==> config.mk <==
export PLATFORM = sky130hd
export DESIGN_NAME = nibble_add_sequencer
export DESIGN_NICKNAME = d
export VERILOG_FILES = /design/src/rtl/nibble_seq_pkg.sv /design/src/rtl/nibble_add_sequencer.sv
export SDC_FILE = /design/constraint.sdc
export NUM_CORES = 1
export LEC_CHECK = 0
export CAP_MARGIN = 40
export CORE_UTILIZATION = 40
export CTS_BUF_LIST = sky130_fd_sc_hd__clkbuf_8
export CTS_CLUSTER_DIAMETER = 40
export DETAILED_ROUTE_END_ITERATION = 12
export DONT_BUFFER_PORTS = 1
export PLACE_DENSITY = 0.59
export SYNTH_ARGS = -nofsm -noshare
export SYNTH_HDL_FRONTEND = slang
export SYNTH_SLANG_ARGS = --single-unit
==> constraint.sdc <==
create_clock -name clk -period 2.8 [get_ports clk]
set_input_delay 0 -clock clk [delete_from_list [all_inputs] [get_ports clk]]
set_output_delay 0 -clock clk [all_outputs]
set_load 0.03 [all_outputs]
==> src/rtl/nibble_seq_pkg.sv <==
// Shared types and helpers for the nibble-serial add/sub sequencer.
// Holds the FSM state encoding, the slice width and the overflow rule.
package nibble_seq_pkg;

  localparam int unsigned NIBBLE_W = 4;

  typedef enum logic [2:0] {
    StIdle,
    StIssue,
    StWait,
    StGap,
    StDone
  } state_e;

  // Signed overflow: operand signs agree (B already inverted for sub), result sign differs.
  function automatic logic calc_ovf(input logic a_msb, input logic b_msb, input logic r_msb);
    return (a_msb == b_msb) && (r_msb != a_msb);
  endfunction

endpackage

==> src/rtl/nibble_add_sequencer.sv <==
// Drives one shared 4-bit adder slice nibble by nibble (LSB first) over an en/ready
// handshake, rippling the carry, to perform a W-bit add or subtract.
module nibble_add_sequencer
  import nibble_seq_pkg::*;
#(
  parameter int unsigned NIBBLES = 2,
  parameter int unsigned TIMEOUT = 15,
  localparam int unsigned W = NIBBLE_W * NIBBLES
) (
  input  logic                clk,
  input  logic                rst_n,
  input  logic                start,
  input  logic                sub,
  input  logic                c_in,
  input  logic [W-1:0]        a,
  input  logic [W-1:0]        b,
  output logic                add_en,
  output logic [NIBBLE_W-1:0] add_a,
  output logic [NIBBLE_W-1:0] add_b,
  output logic                add_c_in,
  input  logic [NIBBLE_W-1:0] add_sum,
  input  logic                add_c_out,
  input  logic                add_ready,
  output logic                busy,
  output logic [W-1:0]        result,
  output logic                c_out,
  output logic                ovf,
  output logic                zero,
  output logic                done,
  output logic                err
);

  localparam int unsigned IdxW = (NIBBLES > 1) ? $clog2(NIBBLES) : 1;
  localparam int unsigned CntW = $clog2(TIMEOUT + 1);

  state_e          state_q;
  logic [W-1:0]    a_q;
  logic [W-1:0]    b_q;
  logic            carry_q;
  logic [IdxW-1:0] idx_q;
  logic [CntW-1:0] wait_cnt_q;

  logic [W-1:0]    b_eff;
  logic            carry_init;
  logic [IdxW-1:0] idx_nxt;
  logic            last_nibble;

  always_comb begin
    b_eff       = b ^ {W{sub}};
    carry_init  = sub | c_in;
    idx_nxt     = idx_q + 1'b1;
    last_nibble = (idx_q == IdxW'(NIBBLES - 1));
  end

  always_ff @(posedge clk or negedge rst_n) begin
    if (!rst_n) begin
      state_q    <= StIdle;
      a_q        <= '0;
      b_q        <= '0;
      carry_q    <= 1'b0;
      idx_q      <= '0;
      wait_cnt_q <= '0;
      add_en     <= 1'b0;
      add_a      <= '0;
      add_b      <= '0;
      add_c_in   <= 1'b0;
      busy       <= 1'b0;
      result     <= '0;
      c_out      <= 1'b0;
      ovf        <= 1'b0;
      zero       <= 1'b1;
      done       <= 1'b0;
      err        <= 1'b0;
    end else begin
      done <= 1'b0;
      err  <= 1'b0;
      unique case (state_q)
        StIdle: begin
          // busy stays high through a done/err cycle, then follows start here.
          busy <= start;
          if (start) begin
            a_q      <= a;
            b_q      <= b_eff;
            carry_q  <= carry_init;
            result   <= '0;
            idx_q    <= '0;
            add_en   <= 1'b1;
            add_a    <= a[NIBBLE_W-1:0];
            add_b    <= b_eff[NIBBLE_W-1:0];
            add_c_in <= carry_init;
            state_q  <= StIssue;
          end
        end
        StIssue: begin
          wait_cnt_q <= '0;
          state_q    <= StWait;
        end
        StWait: begin
          if (add_ready) begin
            result[idx_q*NIBBLE_W +: NIBBLE_W] <= add_sum;
            carry_q <= add_c_out;
            add_en  <= 1'b0;
            state_q <= StGap;
          end else if (wait_cnt_q == CntW'(TIMEOUT - 1)) begin
            add_en  <= 1'b0;
            err     <= 1'b1;
            state_q <= StIdle;
          end else begin
            wait_cnt_q <= wait_cnt_q + 1'b1;
          end
        end
        StGap: begin
          if (!last_nibble) begin
            idx_q    <= idx_nxt;
            add_en   <= 1'b1;
            add_a    <= a_q[idx_nxt*NIBBLE_W +: NIBBLE_W];
            add_b    <= b_q[idx_nxt*NIBBLE_W +: NIBBLE_W];
            add_c_in <= carry_q;
            state_q  <= StIssue;
          end else begin
            c_out   <= carry_q;
            ovf     <= calc_ovf(a_q[W-1], b_q[W-1], result[W-1]);
            zero    <= (result == '0);
            done    <= 1'b1;
            state_q <= StDone;
          end
        end
        StDone: begin
          busy    <= 1'b0;
          state_q <= StIdle;
        end
        default: state_q <= StIdle;
      endcase
    end
  end

endmodule
======== Word-level counts from Yosys, hierarchy flattened ========
Index checks and enable logic that the tools add are counted.
cells by class
  add/sub/neg operators ................... 3
  eq/ne operators ......................... 13
  shift-type cells ........................ 4
  muxes and demuxes ....................... 37
  bitwise operators ....................... 2
  reduce and logical (&&, ||, !) cells .... 16
operator list
  cell                      count
  $neg A3 Y34               1
  $shift A4 B34 Y8 const A  1
  $shiftx A4 B34 Y8         1
  $mux W4                   6
  $pmux W4 S2               3
  $mux W8                   2
  $pmux W8 S2               1
  $shiftx A8 B4 Y4          2
  $mux W1                   14
  $mux W3                   4
  $pmux W3 S4               1
  $ne A2 B2 Y1 const B      5
  $reduce_and A3 Y1         3
  $bwmux W8                 1
  $logic_not A8 Y1          1
  $pmux W1 S2               4
  $reduce_and A2 Y1         4
  $reduce_bool A2 Y1        4
  $xor A8 B8 Y8             1
  $eq A3 B2 Y1 const B      2
  $add A4 B1 Y4 const B     1
  $eq A4 B4 Y1 const B      1
  $reduce_and A4 Y1         1
  $eq A3 B1 Y1 const B      1
  other kinds (10)          10
storage, ports and cells
  bits in registers ....................... 49
  input port bits ......................... 27
  output and inout port bits .............. 24
  logic and storage cells ................. 92

======== Depth between registers and ports, before layout ========
  word-level depth ........................ 5
  gate-level depth with buffers ........... 5
  depth with buffers taken out ............ 5

======== Least setup slack after synthesis ========
No wires, ideal clock.
  path type ............................... reg-to-reg
  from .................................... register state_q[0]
  to ...................................... register wait_cnt_q[3]
  setup time .............................. 69 ps
  data arrival time ....................... 1371 ps
  data required time ...................... 2731 ps
  slack ................................... 1360 ps
  stages on the path, launching flop included .. 4
  path buffers ............................ 0
  period minus slack after synthesis ...... 1440 ps
  path through ............................ dfrtp_1 > or4b_4 > or3_1 > nand3_1
between the ends
  word-level cells in the longest chain between the ends .. 3
  elaborated cells between the ends (all ways) .. 7
  classes of those cells .................. 4 x eq/ne; 1 x mux; 2 x reduce/logical
RTL lines
  what                                                          RTL line                     text
  start: declaration                                            nibble_add_sequencer.sv:36   state_e state_q;
  start signal: assignment                                      nibble_add_sequencer.sv:57   state_q <= StIdle;
  start signal: assignment                                      nibble_add_sequencer.sv:91   state_q <= StIssue;
  start signal: assignment                                      nibble_add_sequencer.sv:96   state_q <= StWait;
  $eq A3 B2 Y1 or $eq A3 B1 Y1 (tied branches)                  nibble_add_sequencer.sv:77   unique case (state_q)
  $ne A2 B2 Y1 (no line) or $reduce_bool A2 Y1 (tied branches)  -
  $reduce_and A3 Y1 (no line)                                   -
  end signal: assignment                                        nibble_add_sequencer.sv:109  wait_cnt_q <= wait_cnt_q + 1'b1;
  end: declaration                                              nibble_add_sequencer.sv:41   logic [CntW-1:0] wait_cnt_q;
Several ways; a longest one is shown, not always the timed one.
A chain may end at the register's enable or synchronous reset.

======== Final worst setup path ========
  from .................................... register state_q[1]
  to ...................................... register add_b[2]
between the ends
  word-level cells in the longest chain between the ends .. 3
  elaborated cells between the ends (all ways) .. 7
  classes of those cells .................. 3 x eq/ne; 1 x mux; 3 x reduce/logical
RTL lines
  what                                                          RTL line                     text
  $eq A3 B2 Y1 or $logic_not A3 Y1 (tied branches)              nibble_add_sequencer.sv:77
  $ne A2 B2 Y1 (no line) or $reduce_bool A2 Y1 (tied branches)  -
  $reduce_and A3 Y1 (no line)                                   -
  end signal: assignment                                        nibble_add_sequencer.sv:89   add_b <= b_eff[NIBBLE_W-1:0];
  end signal: assignment                                        nibble_add_sequencer.sv:117  add_b <= b_q[idx_nxt*NIBBLE_W +: NIBBLE_W];
  end: declaration                                              nibble_add_sequencer.sv:19   output logic [NIBBLE_W-1:0] add_b,
Several ways; a longest one is shown, not always the timed one.

==> metrics <==
primary flip-flop cell chosen by synthesis mapping=sky130_fd_sc_hd__dfrtp_1; layout filler cell count=434; required time of the critical path=3.04 ns; critical path launch point type=flip-flop; final weighted congestion of routability-driven global placement=0.7972; Post-Synth XOR/XNOR Area=3.565%; number of CTS-inserted buffers=5; global-route wire length before repair=7438 um; Max Buffers Root-to-Sink=2; total setup violations reported at the end of the flow=0; CTS hold repair buffers=35; number of top-level design ports=51; die boundary height=72.10 um; final worst-path cycle share=70.81%; cell row count=25; share of async-settable or async-resettable flops after synthesis=100.0%; post-route standard cell area excluding fillers=2485 sq um; final count of pins violating max slew=0; most frequent standard cell in the layout excluding fill and tap cells=sky130_fd_sc_hd__dfrtp_1; signed area change from the synthesized netlist to the final layout=26.42%; Setup WS pre-CTS=0.8194 ns; number of register bits inferred by synthesis=41; sequential cell area fraction in the yosys report=52.26%; Total Routing Usage GR=18.79%; post_cts resized=0; width of the die=72.10 um; data arrival time of the critical path=2.22 ns; Via-to-Cell Ratio=5.479; largest net degree at the start of global routing=42; complex-gate fraction of the synthesized area=16.49%; post-synthesis instance total=184; antenna violations before repair=0; total chip power=2643 uW; largest family of logic cells by synthesized area=simple AND/OR/NAND/NOR gates; Min-Delay Path Class=primary input to flip-flop; overall routed net length=4490 um; timing-limited maximum frequency=0.5044 GHz; vias after detailed routing=1567; hold violation count in the final report=0; largest vdd supply drop=0.5021 mV; Die ar.=5198 sq um; Port Buf Inserts=0; cell area after placement=2004 sq um; Leakage=0.001082 uW; Worst Setup Slack, final=0.8173 ns; share of synthesized cell area in full adder, half adder and majority cells=1.273%; area taken by multi-input logic gates=852.1 sq um; measured slew at the worst slew-check pin=0.8470 ns; total grt overflow=0; total of max-cap violations=0; mean cell area of the mapped netlist=10.68 sq um; fin crit period=1.983 ns; Post-synth EDFFs=0; final std cells w/o fill=286; clock latency reported for the late side of the worst-skew pair=0.30 ns; DR iter-0 viols=47; H-tree lvl count=2; Critical Path End Type=flip-flop; vias in the first global route=1598; Cell Area, Synth=1966 sq um; synthesized netlist net count=213; class of the most critical setup path=flip-flop to flip-flop; Placed Instances=243; unrepaired setup endpoints after global routing=false; aggregate negative setup slack=0 ns; area fraction in and, or, nand and nor cells after synthesis=18.65%; critical-path maximum fanout=22; nets=247; # clock sinks=41; run status=finished clean; multiplexer fraction of the synthesized cell area=3.374%; most frequent cells in the layout=sky130_fd_sc_hd__dfrtp_1, sky130_fd_sc_hd__dlygate4sd3_1, sky130_fd_sc_hd__nand2_1; ant diodes=0; clock root buffer master=sky130_fd_sc_hd__clkbuf_8; DRC=0; worst slew margin relative to its limit=42.76%; largest clock skew in the final design=0.006146 ns; Yosys cell types=46; Synthesis Warnings=0; detailed-routing iteration count for the pre-antenna-repair pass=4; floorplan core area=4723 sq um; Starting Density=41.62%; HPWL after DPL=2877 um; share of post-route cells with drive strength above 1=9.589%; number of setup buffers added after CTS=0; remaining antenna violation count=0; total area of sequential cells=1027 sq um; clock tree from TritonCTS=done; clk slew on worst S/H paths=0.08 ns; routed wirelength normalized by instance count=15.70 um; Pwr Density=1064 nW/um^2
## state kept, by name, summed over array words and instances, names as in the netlist
register    flops
result          8
a_q             4
add_a           4
add_b           4
b_q             4
wait_cnt_q      4
state_q         3
add_c_in        1
add_en          1
busy            1
c_out           1
carry_q         1
done            1
err             1
idx_q           1
ovf             1
zero            1
## per-layer routing
| layer | global-route usage (%) | routed length, um |
|---|---|---|
| met5 | 0 | 0 |
| met2 | 31.15 | 2249 |
| met1 | 22.84 | 1890 |
| met3 | 6.250 | 270 |
| met4 | 6.754 | 80 |
## critical path, cell delays in order, from the launching register on
cell	delay (ns)
sky130_fd_sc_hd__dfrtp_1	0.75
sky130_fd_sc_hd__nor4bb_1	0.75
sky130_fd_sc_hd__buf_4	0.27
sky130_fd_sc_hd__a221o_1	0.15
## worst paths after layout
path	startpoint	to	slack [ns]	depth (start not counted)
hold / removal	start	a_q[5]	0.002	2
hold reg to reg	a_q[4]	a_q[4]	0.48	2
min in group asynchronous	rst_n	result[1]	0.18	2
setup reg to reg	state_q[1]	add_b[2]	0.82	3
setup / recovery	state_q[1]	add_b[2]	0.82	3
max in group asynchronous	rst_n	zero	2.37	2
## kinds of logic (layout without fill, tap and decap cells)
group	Yosys count	count (layout)
fa+ha+maj	2	2
buf+inv	18	53
xor+xnor	8	8
mux	6	6
simple gates	63	63
compound gates	46	46
flops	41	41
## synth_stat cells, drive strengths merged (2+ instances only)
cell type | count | area, sq um
a221o | 4 | 40.04
nor4b | 2 | 38.78
dfrtp | 40 | 1001
nand3 | 3 | 15.01
nand2b | 3 | 18.77
xnor2 | 8 | 70.07
o211ai | 7 | 52.55
o21a | 2 | 15.01
buf | 9 | 52.55
nand2 | 24 | 90.09
nor2b | 2 | 12.51
nor4 | 2 | 12.51
and3 | 2 | 12.51
inv | 9 | 33.78
o21ai | 15 | 75.07
nor2 | 10 | 37.54
and3b | 3 | 26.28
or4b | 2 | 23.77
mux2 | 5 | 56.30
ha | 2 | 25.02
a22o | 8 | 70.07
a21oi | 4 | 20.02
## power breakdown
group	leakage, uW	internal [uW]	switching (uW)	total, uW
Sequential	0.000518	841	580	1420
Clock	0.0000574	290	202	492
Combinational	0.000507	386	345	730
## final cells by class
type,count,share of cell area (%)
Multi-Input combinational cell,125,34.29
Clock inverter,2,1.511
Inverter,9,1.360
Clock buffer,6,3.323
Tap cell,67,3.374
Sequential cell,41,41.34
Timing Repair Buffer,36,14.80
## per-stage QoR
step | hold WS (ns) | utilization [%]
final | 0.002130 | 52.61
after global routing | 0.03266 | 52.61
after CTS | 0.004351 | 52.61
after detailed placement | -0.2944 | 42.44
after global placement | -0.2944 | 42.44
after floorplan | -0.2956 | -
(Power assumes the default switching activity.)
